## config.mk

```make
export PLATFORM = sky130hd
export DESIGN_NAME = board_ram_arbiter
export DESIGN_NICKNAME = d
export VERILOG_FILES = /design/src/rtl/board_ram_arbiter.sv
export SDC_FILE = /design/constraint.sdc
export NUM_CORES = 1
export LEC_CHECK = 0
export BUFFER_PORTS_ARGS = -buffer_cell sky130_fd_sc_hd__buf_2
export CORE_MARGIN = 10
export CORE_UTILIZATION = 40
export CTS_CLUSTER_SIZE = 40
export DETAILED_ROUTE_END_ITERATION = 12
export GPL_TIMING_DRIVEN = 0
export PLACE_DENSITY = 0.95
export SLEW_MARGIN = 25
export SYNTH_ARGS = -nofsm -noshare
export SYNTH_HDL_FRONTEND = slang
export SYNTH_SLANG_ARGS = --single-unit
```

## constraint.sdc

```tcl
create_clock -name clk -period 3.6 [get_ports clk]
set_input_delay 0 -clock clk [delete_from_list [all_inputs] [get_ports clk]]
set_output_delay 0 -clock clk [all_outputs]
set_load 0.05 [all_outputs]
```

## src/rtl/board_ram_arbiter.sv

```systemverilog
// board_ram_arbiter: round-robin, burst-locked sharing of the single-port board RAM with tagged read return
module board_ram_arbiter #(
    parameter int NREQ   = 4,
    parameter int DEPTH  = 200,
    parameter int RD_LAT = 1
) (
    input  logic              clk,
    input  logic              reset_n,
    input  logic [NREQ-1:0]   req,
    input  logic [NREQ-1:0]   we,
    input  logic [8*NREQ-1:0] addr_bus,
    input  logic [6*NREQ-1:0] wdata_bus,
    output logic [NREQ-1:0]   gnt,
    output logic [NREQ-1:0]   rvalid,
    output logic [5:0]        rdata,
    output logic [7:0]        ram_addr,
    output logic              ram_wren,
    output logic [5:0]        ram_data,
    input  logic [5:0]        ram_q
);
    localparam int IW = $clog2(NREQ);
    typedef enum logic {IDLE, OWNED} state_t;
    state_t state, state_nxt;
    logic [IW-1:0] last, last_nxt, pick;
    logic [NREQ-1:0] gnt_nxt;
    logic acc, oor;
    logic [7:0] a_addr;
    logic [5:0] a_data;
    logic [RD_LAT-1:0] p_v, p_o;
    logic [IW-1:0] p_id [RD_LAT];
    always_comb begin
        pick = last;
        for (int k = NREQ; k >= 1; k--)
            if (req[IW'((int'(last) + k) % NREQ)]) pick = IW'((int'(last) + k) % NREQ);
    end
    always_comb begin
        state_nxt = state;
        gnt_nxt   = gnt;
        last_nxt  = last;
        if (!(state == OWNED && req[last])) begin
            state_nxt = |req ? OWNED : IDLE;
            gnt_nxt   = |req ? NREQ'(1) << pick : '0;
            last_nxt  = |req ? pick : last;
        end
    end
    // while granted, last always names the owner
    always_comb begin
        a_addr   = addr_bus[8*last +: 8];
        a_data   = wdata_bus[6*last +: 6];
        acc      = |(gnt & req);
        oor      = int'(a_addr) >= DEPTH;
        ram_addr = acc ? a_addr : '0;
        ram_data = acc ? a_data : '0;
        ram_wren = acc & we[last] & ~oor;
        rvalid   = p_v[RD_LAT-1] ? NREQ'(1) << p_id[RD_LAT-1] : '0;
        rdata    = (p_v[RD_LAT-1] & ~p_o[RD_LAT-1]) ? ram_q : '0;
    end
    always_ff @(posedge clk or negedge reset_n) begin
        if (!reset_n) begin
            state <= IDLE;
            gnt   <= '0;
            last  <= IW'(NREQ - 1);
            p_v   <= '0;
            p_o   <= '0;
            for (int i = 0; i < RD_LAT; i++) p_id[i] <= '0;
        end else begin
            state   <= state_nxt;
            gnt     <= gnt_nxt;
            last    <= last_nxt;
            p_v[0]  <= acc & ~we[last];
            p_o[0]  <= oor;
            p_id[0] <= last;
            for (int i = 1; i < RD_LAT; i++) begin
                p_v[i]  <= p_v[i-1];
                p_o[i]  <= p_o[i-1];
                p_id[i] <= p_id[i-1];
            end
        end
    end
endmodule

```

; ---- After elaboration in Yosys (flattened, before gate mapping)
; Cells that the tools add are included.
[totals]
memories = 0
regBits = 11
rom_bits = 0
mem_bits_rw = 0
word_cells = 60
latchBits = 0
inputBits = 72
output_inout_bits = 29
[op_classes]
n_div = 0
magnitude_cmp = 6
mux = 26
bitwise = 9
n_reduce_logical = 4
eq_ne = 0
n_addsub = 4
shifts = 4
mul = 1
[op_table]
columns = op, count
row1 = indexed part select 32 x 6 -> 8 bit, 1
row2 = indexed part select 24 x 6 -> 6 bit, 1
row3 = < comparator 2 x 4 -> 1 bit (second input constant), 4
row4 = binary-select mux 1 bit (select 2 bit), 6
row5 = two-way mux 6 bit, 2
row6 = two-way mux 1 bit, 11
row7 = greater-or-equal comparator 8 bit (second input constant), 1
row8 = two-way mux 2 bit, 4
row9 = two-way mux 4 bit, 2
row10 = two-way mux 8 bit, 1
row11 = OR reduction 4 bit, 2
row12 = << shifter 1 x 2 -> 4 bit (first input constant), 2
row13 = adder 2 x 1 -> 2 bit (second input constant), 2
row14 = adder 2 bit (second input constant), 2
row15 = bitwise AND 1 bit, 4
row16 = bitwise AND 4 bit, 1
row17 = multiplier 2 x 2 -> 4 bit (first input constant), 1
row18 = NOT 1 bit, 4
row19 = < comparator 2 x 3 -> 1 bit (second input constant), 1
row20 = AND reduction 2 bit, 1
row21 = logical AND 1 bit, 1

; ---- Longest topological paths before layout
; Gate-level depths: netlist of run 1.
[logic_depth]
depth_word = 10
ltp_mapped = 5

; ---- Worst setup path after synthesis of run 1
; OpenSTA, ideal clock, no wires.
[synth_timing]
path_kind = register -> output
from = register last[0]
to = output ram_wren
required_ns = 3.600
path_stages_with_launch = 5
n_path_buf = 1
arrival_time_ns = 2.189
path_slack_ns = 1.411
path_cell_list = dfstp_2 buf_6 mux4_2 o311a_4 nor3b_2
[synth_between]
elab_chain_cells = 4
[synth_rtl]
columns = element, line
row1 = start: declaration, 24  ; logic [IW-1:0] last, last_nxt, pick;
row2 = start signal: assignment, 62  ; last <= IW'(NREQ - 1);
row3 = start signal: assignment, 69  ; last <= last_nxt;
row4 = indexed part select 32 x 6 -> 8 bit, 48  ; a_addr = addr_bus[8*last +: 8];
row5 = greater-or-equal comparator 8 bit, 51  ; oor = int'(a_addr) >= DEPTH;
row6 = net oor, 26  ; logic acc, oor;
row7 = NOT 1 bit, 54  ; ram_wren = acc & we[last] & ~oor;
row8 = bitwise AND 1 bit, 54
row9 = end: declaration, 17  ; output logic ram_wren,
; The timed path passes the listed nets, and every way through them passes these cells. The select of a mux whose other input is x is not followed.

; ---- Worst setup path after layout of run 1
; Ends and elaborated chain as after synthesis.

==> reports/results.tsv, run 1 <==
metric	value	unit
Area after DPL	1630	µm²
gp weighted congestion	0.862	
Critical Path Sink Type	output port	
Clock Skews	0.0106	ns
Starting Density	42.9	%
ratio of cells with drive above 1 in the final layout	63.3	%
Seq. cell area	278	µm²
first-pass GRT wire length	7040	µm
Avg WL per Cell	21.3	µm
Multi-input gate area	763	µm²
Slew Limit Fails	0	
DPL Wire Length	4130	µm
CTS max path bufs	2	
Fill cells	224	
PortBufs	100	
CP top delay family	flip-flops	
minimum clock period	2.39	ns
Worst path max stage delay	0.59	ns
initial antenna violation count	0	
pre-CTS WS	1.49	ns
drt total wl	4810	µm
Worst EP arrival	2.39	ns
Power Density	926	nW/µm²
Synth Instances	91	
required time of the critical path	3.60	ns
pin count of the biggest net entering global routing	12	
TritonCTS clock tree	yes	
max-cap violation count	0	
Async SR Flop Fraction	100	%
fin nets	269	
sequential fraction of the synthesis area	25.5	%
Syn-to-layout area delta	52.6	%
crit-path cells	buf_6 > mux4_2 > o311a_4 > nor3b_2 > buf_2	
fin util	65.4	%
Synthesis Warnings	0	
status	completed	
count of cell types in the netlist	34	
Syn Nets	163	
CP Class	flop to output port	
FP Rows	18	
clock latency on the worst-skew pair	0.27	ns
remaining global-route overflow	0	
Max rail drop VDD	0.000652	V
DR iter-0 viols	77	
Root Driver	clkbuf_4	
antenna cell count	0	
CP Launch Type	flop	
CP max-delay cell	dfstp_2	
CTS Sinks	11	
Die Y	72.2	µm
worst min path class	input port to flop	
Post-CTS Hold Fix Bufs	1	
Fmax	418	MHz
vias in the first global route	1328	
Worst Slack Setup Final	1.21	ns
# DRC	0	
CTS H-tree depth	1	
Setup violations, final	0	
Final Cell Area	1670	µm²
vias post-DR	1290	
RSZ-0062 raised after global routing	false	
Die X-Extent	72.2	µm
Buf/Inv on CP	2	
Post-CTS Resized	0	
Post-CTS Setup Bufs	0	
Mapped Avg Cell Area	12.0	µm²
All-Layer GR Usage	16.8	%
Routed Antenna Nets	0	
number of flops mapped to enable cells by yosys	0	
Leakage	0.885	nW
mapped cell area	1090	µm²
Worst Tran Pin Value	0.649	ns
core area	2540	µm²
DIE AREA	5220	µm²
Setup TNS	0	ns
Seq cells post-synth	11	
Placed Cells	221	
Top FF cell, synth	dfrtp_1	
Cell Count, Final, Fillers Out	226	
# IOs	101	
Detailed Routing Iterations Pass 1	5	
CTS Buf Count	3	
fin crit share	66.5	%
Worst Path Max Fanout	10	
Final Hold Vio Count	0	
clock transition at the registers of the reported paths	0.08	ns
vias per cell	5.71	
relative slew slack	56.7	%
-- worst register-to-register path, stage by stage, from the launching register on --
cell and delay [ns]:
dfstp_2 0.59, buf_4 0.20, inv_1 0.09, a22oi_1 0.17, o221ai_1 0.24, o41ai_1 0.45
-- cell families after synthesis --
kind of cell	count (synthesis)	share of synthesized area (%)
AO/OA/AOI/OAI	15	13.3
flip-flops	11	25.5
AND/OR/NAND/NOR	37	20.2
multiplexers	19	36.5
buffers and inverters	9	4.59
-- placed cells by master (no fill, tap or decap), types with 3 or more instances in the layout --
| cell type | n |
|---|---|
| nor2_1 | 4 |
| clkbuf_4 | 3 |
| buf_2 | 101 |
| nand2_1 | 4 |
| mux4_1 | 5 |
| inv_1 | 4 |
| mux2i_1 | 3 |
| and2_1 | 6 |
| nor2b_1 | 15 |
| mux4_2 | 10 |
| dfrtp_1 | 9 |
-- path summary, 6_finish.rpt --
path	slack (ns)	start	cells past startpoint	to
worst max-delay path	1.21	last[0]	5	ram_wren
worst min-delay path	0.03	req[0]	3	state
worst max register to register	1.75	last[1]	5	gnt[0]
worst min register to register	0.45	last[1]	0	p_id[1]
max in group asynchronous	3.20	reset_n	2	last[1]
min in group asynchronous	0.12	reset_n	2	gnt[2]
-- per-layer routing --
layer / vias to the layer above / GRT usage (%) / wire, µm
met3: 12 / 7.48 / 565
li1: 574 / - / -
met2: 93 / 30.8 / 2570
met5: - / 0 / 0
met1: 611 / 17.2 / 1590
met4: 0 / 3.23 / 90
-- registers in the layout (all words and copies together) (netlist names) --
register  count
gnt           4
last          2
p_id          2
state         1
p_v           1
p_o           1
-- Yosys cell counts, drive strengths merged, types with 2 or more instances --
cell | n | area, µm²
a211oi | 2 | 15.0
a32o | 2 | 20.0
and2 | 6 | 37.5
buf | 4 | 31.3
dfrtp | 9 | 225
dfstp | 2 | 52.6
inv | 4 | 15.0
mux2i | 3 | 30.0
mux4 | 15 | 357
nand2 | 4 | 15.0
nand2b | 2 | 12.5
nor2 | 4 | 15.0
nor2b | 15 | 93.8
nor3b | 2 | 20.0
o41ai | 2 | 17.5
-- per-stage QoR --
stage,hold slack (ns),power (W)
finish,0.0286,0.00154
global route,0.0563,0.00162
CTS,0.0237,0.00154
detailed placement,-0.118,0.00145
global placement,-0.128,0.00142
floorplan,-0.296,0.00118
-- power breakdown --
| part | internal [W] | total [W] | switching [W] | leakage (nW) |
|---|---|---|---|---|
| logic | 0.000434 | 0.00122 | 0.000789 | 0.738 |
| clock network | 0.0000429 | 0.0000851 | 0.0000422 | 0.0150 |
| registers | 0.000184 | 0.000235 | 0.0000513 | 0.132 |
-- final cells by class --
| cell class | count | area share, % |
|---|---|---|
| clock buffers | 4 | 1.58 |
| well taps | 30 | 2.25 |
| plain buffers | 5 | 2.10 |
| flip-flops and latches | 11 | 16.7 |
| repair buffers | 101 | 30.7 |
| inverters | 4 | 0.902 |
| multi-input cells | 71 | 45.8 |
(Power assumes the default switching activity.)
==> inputs of run 2 (changes only) <==
--- a/config.mk
+++ b/config.mk
@@ -7,11 +7,11 @@
 export LEC_CHECK = 0
 export BUFFER_PORTS_ARGS = -buffer_cell sky130_fd_sc_hd__buf_2
 export CORE_MARGIN = 10
-export CORE_UTILIZATION = 40
+export CORE_UTILIZATION = 37
 export CTS_CLUSTER_SIZE = 40
 export DETAILED_ROUTE_END_ITERATION = 12
 export GPL_TIMING_DRIVEN = 0
-export PLACE_DENSITY = 0.95
+export PLACE_DENSITY = 0.91
 export SLEW_MARGIN = 25
 export SYNTH_ARGS = -nofsm -noshare
 export SYNTH_HDL_FRONTEND = slang
==> constraint.sdc (replaced) <==
create_clock -name clk -period 2.3 [get_ports clk]
set_input_delay 0 -clock clk [delete_from_list [all_inputs] [get_ports clk]]
set_output_delay 0 -clock clk [all_outputs]
set_load 0.05 [all_outputs]
==> run 2 against run 1 <==
  * Register-to-register slack worse by 1.3 ns
  * Worst setup slack worse by 1.1 ns
  * Count of clock-buffer cells in the layout unchanged
  * Sequential share of layout area fell by 0.32 points
  * Total power grew 59%
  * Sequential power grew 60%
  * Non-clock buffer count is 1 higher
  * Cell area is 2.0% higher
  * Largest cell class unchanged
==> reports/results.tsv, run 2 (same netlist as run 1, synthesis figures left out) <==
metric	value	unit
status	completed	
Slew Limit Fails	0	
Critical Path Sink Type	output port	
remaining global-route overflow	0	
sw frac	55.9	%
# IOs	101	
CTS H-tree depth	1	
CP Launch Type	flop	
largest registers	gnt x4, last x2, p_id x2	
fin crit share	97.2	%
initial antenna violation count	0	
TritonCTS clock tree	yes	
Buf/Inv on CP	2	
CTS Buf Count	3	
Final Hold Vio Count	0	
gp weighted congestion	0.859	
fin nets	270	
RSZ-0062 raised after global routing	true	
Detailed Routing Iterations Pass 1	4	
Fill cells	237	
hold_sp	req[0]	
Syn-to-layout area delta	55.6	%
CP top delay family	flip-flops	
Worst EP arrival	2.24	ns
Clock Power Share	5.2	%
Leakage	0.891	nW
Power Density	1440	nW/µm²
first-pass GRT wire length	6430	µm
minimum clock period	2.24	ns
Worst Hold Path EP	state	
max-cap violation count	0	
vias per cell	5.51	
most frequent cells in the layout	buf_2, nor2b_1, mux4_2	
pin count of the biggest net entering global routing	12	
Sw Pwr	0.00137	W
CTS max path bufs	2	
Starting Density	39.2	%
PortBufs	100	
commonest non-fill, non-tap cell in the layout	buf_2	
DPL Wire Length	3870	µm
Worst Tran Pin Value	0.585	ns
Largest register FFs	4	
Seq. cell area	278	µm²
relative slew slack	60.6	%
Setup TNS	0	ns
clock latency on the worst-skew pair	0.27	ns
antenna cell count	0	
Clock Skews	0.00313	ns
Fmax	447	MHz
core area	2780	µm²
Setup violations, final	0	
Root Driver	clkbuf_4	
Comb power frac	79.4	%
Multi-input gate area	777	µm²
Avg WL per Cell	19.6	µm
internal power	0.00108	W
R2R Path End	gnt[0]	
CTS Sinks	11	
fin util	61.0	%
CP Class	flop to output port	
R2R setup slack	0.41	ns
Die Y	74.3	µm
Die X-Extent	74.3	µm
vias in the first global route	1289	
clock transition at the registers of the reported paths	0.07	ns
All-Layer GR Usage	14.8	%
CP max-delay cell	dfstp_2	
crit-path cells	buf_8 > mux4_2 > o311a_4 > nor3b_4 > buf_6	
DIE AREA	5520	µm²
drt total wl	4460	µm
register name with the most flops	gnt	
worst min path class	input port to flop	
Worst Path Max Fanout	7	
# DRC	0	
Max rail drop VDD	0.00109	V
FP Rows	19	
reg2reg start	last[1]	
vias post-DR	1257	
Worst path max stage delay	0.60	ns
WHS Path Cells	3	
DR iter-0 viols	99	
required time of the critical path	2.30	ns
Worst R2R Path Depth	5	
Reg power frac	15.3	%
Routed Antenna Nets	0	
ratio of cells with drive above 1 in the final layout	64.0	%
[run 2: metal layers]
| layer | track usage, % | share of wire, % |
|---|---|---|
| met1 | 15.9 | 29 |
| met2 | 25.1 | 52 |
| met3 | 8.11 | 16 |
| met4 | 3.25 | 3.1 |
| met5 | 0 | 0 |
[run 2: repair_timing]
action | 4_1_cts | 5_1_grt
gates resized for setup | 2 | 4
setup endpoints to repair | 1 | 9
hold buffers | 1 | 0
buffers inserted | 0 | 1
hold endpoints to repair | 11 | 0
[run 2: worst max path at each step]
stage                     to  depth (start not counted)    start
floorplan           ram_wren                          4  last[0]
global placement    ram_wren                          5  last[0]
detailed placement  ram_wren                          5  last[0]
CTS                 ram_wren                          5  last[0]
global route        ram_wren                          5  last[0]
finish              ram_wren                          5  last[0]
[run 2: power groups by stage]
stage	combinational (W)	clock, W	sequential, W
2_1_floorplan	0.00140	0	0.000437
3_3_place_gp	0.00186	0	0.000369
3_5_place_dp	0.00189	0	0.000374
4_1_cts	0.00190	0.000135	0.000370
5_1_grt	0.00207	0.000146	0.000399
6_report	0.00195	0.000128	0.000376
[run 2: per-stage QoR]
step	hold WS, ns	area (µm²)	total power (W)	std cells	setup slack (ns)
final	0.0447	1700	0.00245	228	0.0648
after global routing	0.0515	1700	0.00262	228	-0.0327
after CTS	0.0317	1670	0.00241	227	0.00838
after detailed placement	-0.123	1630	0.00226	222	0.228
after global placement	-0.129	1630	0.00222	222	0.263
after floorplan	-0.296	1090	0.00184	91	0.111
[run 2: final cells by class]
type / instances / area share, %
inverter: 4 / 0.884
sequential: 11 / 16.4
buffer: 5 / 2.28
multi-input combinational: 71 / 45.8
clock buffer: 4 / 1.55
timing repair buffer: 102 / 30.9
tap: 31 / 2.28
[run 2: worst min-delay path: stages]
cell	delay [ns]
buf_2	0.13
nor4_1	0.09
inv_1	0.05
